`config.mk`:
```
export PLATFORM = sky130hd
export DESIGN_NAME = hazard_stall_unit_flat
export DESIGN_NICKNAME = d
export VERILOG_FILES = /design/src/rtl/hazard_stall_unit_if.sv /design/src/rtl/hazard_stall_unit.sv /design/src/flat_wrapper.sv
export SDC_FILE = /design/constraint.sdc
export NUM_CORES = 1
export LEC_CHECK = 0
export CORE_MARGIN = 4
export CORE_UTILIZATION = 51
export CTS_CLUSTER_DIAMETER = 80
export DETAILED_ROUTE_END_ITERATION = 8
export PLACE_DENSITY = 0.88
export SLEW_MARGIN = 20
export SYNTH_ARGS = -nofsm -noshare
export SYNTH_HDL_FRONTEND = slang
export SYNTH_SLANG_ARGS = --single-unit
```
`constraint.sdc`:
```
create_clock -name clk -period 3.85 [get_ports clk]
set_input_delay 0.5775 -clock clk [delete_from_list [all_inputs] [get_ports clk]]
set_output_delay 0.5775 -clock clk [all_outputs]
set_load 0.01 [all_outputs]
```
`src/rtl/hazard_stall_unit_if.sv`:
```
// rtl/hazard_stall_unit_if.sv - ID/EX hazard-control bundle between pipeline and stall unit
interface hazard_stall_unit_if #(
    parameter int STAT_WIDTH = 32
);
    logic                  id_valid;
    logic [4:0]            id_rs1;
    logic [4:0]            id_rs2;
    logic                  id_uses_rs1;
    logic                  id_uses_rs2;
    logic [4:0]            id_rd;
    logic                  id_RegWrite;
    logic                  id_is_mc;
    logic                  ex_valid;
    logic [4:0]            ex_rd;
    logic                  ex_MemRead;
    logic                  mc_start;
    logic [4:0]            mc_rd;
    logic                  ex_branch_taken;
    logic                  pc_write;
    logic                  if_id_write;
    logic                  id_ex_bubble;
    logic                  if_id_flush;
    logic                  id_ex_flush;
    logic                  mc_busy;
    logic                  proto_err;
    logic [STAT_WIDTH-1:0] stall_cycles;

    modport master (
        output id_valid, id_rs1, id_rs2, id_uses_rs1, id_uses_rs2, id_rd, id_RegWrite,
               id_is_mc, ex_valid, ex_rd, ex_MemRead, mc_start, mc_rd, ex_branch_taken,
        input  pc_write, if_id_write, id_ex_bubble, if_id_flush, id_ex_flush,
               mc_busy, proto_err, stall_cycles
    );

    modport slave (
        input  id_valid, id_rs1, id_rs2, id_uses_rs1, id_uses_rs2, id_rd, id_RegWrite,
               id_is_mc, ex_valid, ex_rd, ex_MemRead, mc_start, mc_rd, ex_branch_taken,
        output pc_write, if_id_write, id_ex_bubble, if_id_flush, id_ex_flush,
               mc_busy, proto_err, stall_cycles
    );
endinterface

```
`src/rtl/hazard_stall_unit.sv`:
```
// rtl/hazard_stall_unit.sv - load-use / multi-cycle / branch-flush stall and flush control
module hazard_stall_unit #(
    parameter int MC_LATENCY = 4,
    parameter int STAT_WIDTH = 32
) (
    input  logic                  clk,
    input  logic                  reset_n,
    hazard_stall_unit_if.slave    bus
);
    localparam logic [3:0] LAT = 4'(MC_LATENCY);

    logic [3:0]            r_cnt;
    logic [4:0]            r_pend_rd;
    logic                  r_pend_v;
    logic                  r_proto_err;
    logic [STAT_WIDTH-1:0] r_stall_cycles;

    logic w_rs1_hit;
    logic w_rs2_hit;
    logic w_blocking;
    logic w_load_use;
    logic w_mc_raw;
    logic w_mc_waw;
    logic w_mc_struct;
    logic w_stall;

    // cnt == 1 means the result sits in MEM/WB and is forwarded, so only cnt >= 2 blocks
    assign w_blocking = (r_cnt >= 4'd2);
    assign w_rs1_hit  = bus.id_uses_rs1 && (bus.id_rs1 != 5'd0);
    assign w_rs2_hit  = bus.id_uses_rs2 && (bus.id_rs2 != 5'd0);

    assign w_load_use  = bus.id_valid && bus.ex_valid && bus.ex_MemRead && (bus.ex_rd != 5'd0) &&
                         ((w_rs1_hit && (bus.ex_rd == bus.id_rs1)) ||
                          (w_rs2_hit && (bus.ex_rd == bus.id_rs2)));
    assign w_mc_raw    = bus.id_valid && r_pend_v && w_blocking &&
                         ((w_rs1_hit && (r_pend_rd == bus.id_rs1)) ||
                          (w_rs2_hit && (r_pend_rd == bus.id_rs2)));
    assign w_mc_waw    = bus.id_valid && bus.id_RegWrite && r_pend_v && w_blocking &&
                         (bus.id_rd == r_pend_rd);
    assign w_mc_struct = bus.id_valid && bus.id_is_mc && w_blocking;
    assign w_stall     = w_load_use || w_mc_raw || w_mc_waw || w_mc_struct;

    always_comb begin
        bus.pc_write     = 1'b1;
        bus.if_id_write  = 1'b1;
        bus.id_ex_bubble = 1'b0;
        bus.if_id_flush  = 1'b0;
        bus.id_ex_flush  = 1'b0;
        if (bus.ex_branch_taken) begin
            bus.if_id_flush = 1'b1;
            bus.id_ex_flush = 1'b1;
        end else if (w_stall) begin
            bus.pc_write     = 1'b0;
            bus.if_id_write  = 1'b0;
            bus.id_ex_bubble = 1'b1;
        end
    end

    assign bus.mc_busy      = (r_cnt != 4'd0);
    assign bus.proto_err    = r_proto_err;
    assign bus.stall_cycles = r_stall_cycles;

    // Flush leaves the scoreboard alone: the in-flight op is older than the branch
    always_ff @(posedge clk) begin
        if (!reset_n) begin
            r_cnt          <= 4'd0;
            r_pend_rd      <= 5'd0;
            r_pend_v       <= 1'b0;
            r_proto_err    <= 1'b0;
            r_stall_cycles <= '0;
        end else begin
            if (bus.mc_start && !w_blocking) begin
                r_cnt     <= LAT;
                r_pend_rd <= bus.mc_rd;
                r_pend_v  <= (bus.mc_rd != 5'd0);
            end else begin
                if (bus.mc_start) begin
                    r_proto_err <= 1'b1;
                end
                if (r_cnt != 4'd0) begin
                    r_cnt <= r_cnt - 4'd1;
                end
                if (r_cnt == 4'd1) begin
                    r_pend_v <= 1'b0;
                end
            end
            if (w_stall && !bus.ex_branch_taken && (r_stall_cycles != '1)) begin
                r_stall_cycles <= r_stall_cycles + 1'b1;
            end
        end
    end
endmodule
```
`src/flat_wrapper.sv`:
```
// flat-port wrapper written by rule: the top's interface ports become plain ports
module hazard_stall_unit_flat 
#(
    parameter int MC_LATENCY = 4,
    parameter int STAT_WIDTH = 32
)
  (clk, reset_n, bus_id_valid, bus_id_rs1, bus_id_rs2, bus_id_uses_rs1, bus_id_uses_rs2, bus_id_rd, bus_id_RegWrite, bus_id_is_mc, bus_ex_valid, bus_ex_rd, bus_ex_MemRead, bus_mc_start, bus_mc_rd, bus_ex_branch_taken, bus_pc_write, bus_if_id_write, bus_id_ex_bubble, bus_if_id_flush, bus_id_ex_flush, bus_mc_busy, bus_proto_err, bus_stall_cycles);
  hazard_stall_unit_if #(.STAT_WIDTH(STAT_WIDTH)) bus_i ();
  input  logic clk;
  input  logic reset_n;
  input wire logic [$bits(bus_i.id_valid)-1:0] bus_id_valid;
  input wire logic [$bits(bus_i.id_rs1)-1:0] bus_id_rs1;
  input wire logic [$bits(bus_i.id_rs2)-1:0] bus_id_rs2;
  input wire logic [$bits(bus_i.id_uses_rs1)-1:0] bus_id_uses_rs1;
  input wire logic [$bits(bus_i.id_uses_rs2)-1:0] bus_id_uses_rs2;
  input wire logic [$bits(bus_i.id_rd)-1:0] bus_id_rd;
  input wire logic [$bits(bus_i.id_RegWrite)-1:0] bus_id_RegWrite;
  input wire logic [$bits(bus_i.id_is_mc)-1:0] bus_id_is_mc;
  input wire logic [$bits(bus_i.ex_valid)-1:0] bus_ex_valid;
  input wire logic [$bits(bus_i.ex_rd)-1:0] bus_ex_rd;
  input wire logic [$bits(bus_i.ex_MemRead)-1:0] bus_ex_MemRead;
  input wire logic [$bits(bus_i.mc_start)-1:0] bus_mc_start;
  input wire logic [$bits(bus_i.mc_rd)-1:0] bus_mc_rd;
  input wire logic [$bits(bus_i.ex_branch_taken)-1:0] bus_ex_branch_taken;
  output wire logic [$bits(bus_i.pc_write)-1:0] bus_pc_write;
  output wire logic [$bits(bus_i.if_id_write)-1:0] bus_if_id_write;
  output wire logic [$bits(bus_i.id_ex_bubble)-1:0] bus_id_ex_bubble;
  output wire logic [$bits(bus_i.if_id_flush)-1:0] bus_if_id_flush;
  output wire logic [$bits(bus_i.id_ex_flush)-1:0] bus_id_ex_flush;
  output wire logic [$bits(bus_i.mc_busy)-1:0] bus_mc_busy;
  output wire logic [$bits(bus_i.proto_err)-1:0] bus_proto_err;
  output wire logic [$bits(bus_i.stall_cycles)-1:0] bus_stall_cycles;
  assign bus_i.id_valid = bus_id_valid;
  assign bus_i.id_rs1 = bus_id_rs1;
  assign bus_i.id_rs2 = bus_id_rs2;
  assign bus_i.id_uses_rs1 = bus_id_uses_rs1;
  assign bus_i.id_uses_rs2 = bus_id_uses_rs2;
  assign bus_i.id_rd = bus_id_rd;
  assign bus_i.id_RegWrite = bus_id_RegWrite;
  assign bus_i.id_is_mc = bus_id_is_mc;
  assign bus_i.ex_valid = bus_ex_valid;
  assign bus_i.ex_rd = bus_ex_rd;
  assign bus_i.ex_MemRead = bus_ex_MemRead;
  assign bus_i.mc_start = bus_mc_start;
  assign bus_i.mc_rd = bus_mc_rd;
  assign bus_i.ex_branch_taken = bus_ex_branch_taken;
  assign bus_pc_write = bus_i.pc_write;
  assign bus_if_id_write = bus_i.if_id_write;
  assign bus_id_ex_bubble = bus_i.id_ex_bubble;
  assign bus_if_id_flush = bus_i.if_id_flush;
  assign bus_id_ex_flush = bus_i.id_ex_flush;
  assign bus_mc_busy = bus_i.mc_busy;
  assign bus_proto_err = bus_i.proto_err;
  assign bus_stall_cycles = bus_i.stall_cycles;
  hazard_stall_unit #(.MC_LATENCY(MC_LATENCY), .STAT_WIDTH(STAT_WIDTH)) u_core (.clk(clk), .reset_n(reset_n), .bus(bus_i));
endmodule
```
==> run summary <==
The antenna diode count came out at 0. The die width is between 70 and 80 um. The number of detailed-routing iterations run before antenna repair is 4. The number of nets at the end of the flow came out at roughly 420. The worst-case register-to-register setup slack came out at ~1.1 ns. The core footprint came out at just under 5000 um^2. The number of remaining DRC errors is 0. The fraction of the core area covered by cells at the end of the flow came out at 71.0%. For this block, the routed nets add up to 6.98 mm of wire. The clock insertion delay at the later pin of the skew report came out at slightly below 0.3 ns.

The arrival time at the worst endpoint came out at approximately 3.0 ns. The critical setup path kind is primary input to output port. The top-level I/O count came out at 75. The cell area after synthesis came out at around 2600 um^2. VDD sags by at most around 220 uV.

The cell chosen for the clock root is clkbuf_8. In the synthesized netlist the async set-or-reset flop fraction comes to 0%. The post-synthesis cell type with the largest combined area is dfxtp_1. The first global-routing pass estimated around 12 mm of wire. Summed over all failing endpoints, the final setup total negative slack is 0 ns.

In this run the worst path has a maximum fanout of 4. When the netlist entered floorplanning its net count stood at roughly 360. The initial utilization of the core area, before any placement, comes to 53.8%. Power spread over the standard cell area amounts to approximately 350 nW/um^2. The path class of the tightest hold or removal check is register to register.

The count of maximum capacitance violations is 0. For this run, the total global-route usage over all layers was measured as between 20% and 30%. The number of buffers inserted for hold repair after clock tree synthesis is 0.

STA classifies the critical path startpoint as a primary input. The tree built by TritonCTS fans out to between 40 and 50 sinks. The leakage power figure came out at ~0.0011 uW. Yosys mapped a number of flops with a built-in enable equal to 0. Post-CTS timing repair inserted 0 buffers for setup. In this run the core area contains 25 standard-cell rows. The congestion estimate from routability-driven global placement came to ~1.

In this run, post-CTS repair resized a total of 0 instances. The clock tree from TritonCTS is built. Sequential elements use about 33% of the synthesized area. By instance count, the leading cell after synthesis is dfxtp_1. The share of synthesized area in the top cell type comes to 33.2%. Timing would allow up to 283 MHz. The worst setup path is captured at an output port.

The part of the cycle the worst path needs is around 92%. The count of final hold-check violations came out at 0. The number of buffers created by CTS is 5. The flow ran to the end, and the final reports show no timing, DRC or antenna violations.

The number of instances in the synthesized netlist came out at ~320. In this run the tightest slew margin relative to its limit is 43.8%. The total overflow reported by the global router came out at 0. Buffers placed on the I/O ports in this run total 74.

The area growth from synthesis to layout is 32.0%. The average routed wire per standard cell is between 15 and 20 um. The final max-slew violation count is 0. Clock-pin slew was measured on the worst setup and hold paths at ~0.080 ns. Averaged over all synthesized cells, the footprint is between 8 and 9 um^2. The number of routed nets with antenna violations came out at 0.

Setup repair after global routing left no endpoint under its margin. Measured along the y axis, the die boundary spans around 79 um. Entering global routing, the biggest net connects 54 pins. Ranked by total cell area, the synthesized netlist is headed by dfxtp_1, xnor2_1, a21oi_1. The final setup violation count came out at 0. The total die area came out at ~6300 um^2. In the synthesized netlist the dominant register cell turns out to be dfxtp_1.

The data required time of the worst path is ~3.3 ns. The transition at the pin with the smallest max-transition slack is about 0.84 ns. The worst path needs 3.53 ns of the cycle, external delays included. The final worst clock skew came out at between 0.005 and 0.006 ns.

The starting DRC count in detailed routing came out at roughly 230. The share of layout cells above drive strength 1 came out at 3.96%. The number of global-route vias before repair is about 2500. The number of levels in the clock H-tree is 2. The synthesis warning total came out at 0.

The average vias per placed instance is 5.83. The number of synthesized register bits is 43. The count of distinct cell types in the synthesized netlist came out at 43.

The via total after detailed routing came out at ~2600. By count the netlist is led by dfxtp_1, nand2_1, a21oi_1. The initial antenna violation count was 0.

The HPWL reported at the end of detailed placement came out at 5.11 mm. The longest clock path from root to sink contains 2 buffers.
[registers in the layout, summed over array words and instances, names as in the netlist]
signal and count:
u_core.r_pend_v 1, u_core.bus.proto_err 1, u_core.r_pend_rd 5, u_core.bus.stall_cycles 32
u_core.r_cnt 4
[cells by family after synthesis]
logic type | count (synthesis) | synth area share, %
and+or+nand+nor | 148 | 32.7
adders and majority gates | 4 | 1.93
xor gates and xnor gates | 26 | 8.79
AOI/OAI and AO/OA | 57 | 13.5
muxes | 12 | 4.69
buffers and inverters | 26 | 5.17
DFF | 43 | 33.2
[per-stage QoR]
| stage | worst slack (ns) | std cells | cell area, um^2 | total power, uW | hold WS, ns |
|---|---|---|---|---|---|
| after floorplan | 1.07 | 316 | 2590 | 770 | 0.487 |
| after global placement | 0.388 | 439 | 3330 | 899 | 0.473 |
| after detailed placement | 0.303 | 439 | 3330 | 915 | 0.473 |
| after CTS | 0.302 | 446 | 3420 | 1200 | 0.492 |
| after global routing | 0.195 | 446 | 3420 | 1260 | 0.527 |
| final | 0.317 | 446 | 3420 | 1190 | 0.491 |
[critical path, cell delays in order]
cell	delay, ns
clkdlybuf4s50_1	0.46
or4_1	0.55
o21ai_1	0.20
nor4_1	0.09
o221ai_1	0.19
and3_1	0.31
clkdlybuf4s50_1	0.58
[path summary, 6_finish.rpt]
| path | startpoint | to | cells after the start |
|---|---|---|---|
| worst max-delay path | bus_id_rs2[0] | bus_if_id_write | 7 |
| worst min-delay path | u_core.bus.proto_err | u_core.bus.proto_err | 1 |
| worst max register to register | u_core.bus.stall_cycles[2] | u_core.bus.stall_cycles[23] | 7 |
| worst min register to register | u_core.bus.proto_err | u_core.bus.proto_err | 1 |
[layout make-up]
| type | count | area [um^2] |
|---|---|---|
| clock inverters | 1 | 5.00 |
| clock buffers | 6 | 82.6 |
| inverters | 4 | 15.0 |
| repair buffers | 78 | 771 |
| well taps | 67 | 83.8 |
| fillers | 407 | 1400 |
| flip-flops and latches | 43 | 861 |
| multi-input cells | 247 | 1600 |
[metal layers]
metal	up-vias	wire length, um	global-route usage [%]
li1	1292	-	-
met1	1223	3160	29.2
met2	83	3360	38.5
met3	4	422	4.88
met4	0	33	5.50
met5	-	0	0
[power breakdown]
group	total [uW]	internal [uW]	switching, uW	leakage [uW]
clock network	284	141	143	0.0000470
registers	537	484	53.3	0.000348
logic	366	183	183	0.000722
[cells in the final DEF, fill, tap and decap left out, drive strengths merged, types with 3 or more instances in the layout]
| master | Yosys | final |
|---|---|---|
| and2 | 3 | 3 |
| mux2i | 11 | 11 |
| nand2 | 27 | 27 |
| xor2 | 10 | 10 |
| clkbuf | 8 | 6 |
| nor4b | 5 | 5 |
| ha | 4 | 4 |
| inv | 4 | 4 |
| nor4 | 10 | 10 |
| or3 | 8 | 8 |
| nand3 | 22 | 22 |
| nand4 | 12 | 12 |
| xnor2 | 16 | 16 |
| and3 | 10 | 10 |
| o21ai | 9 | 9 |
| a21oi | 25 | 25 |
| nand2b | 13 | 13 |
| nor2 | 10 | 10 |
| buf | 14 | 4 |
| or4 | 14 | 14 |
| dfxtp | 43 | 43 |
| o31ai | 11 | 11 |
| o21a | 3 | 3 |
| nor3 | 7 | 7 |
| clkdlybuf4s50 | 0 | 74 |
(Power assumes the default switching activity.)
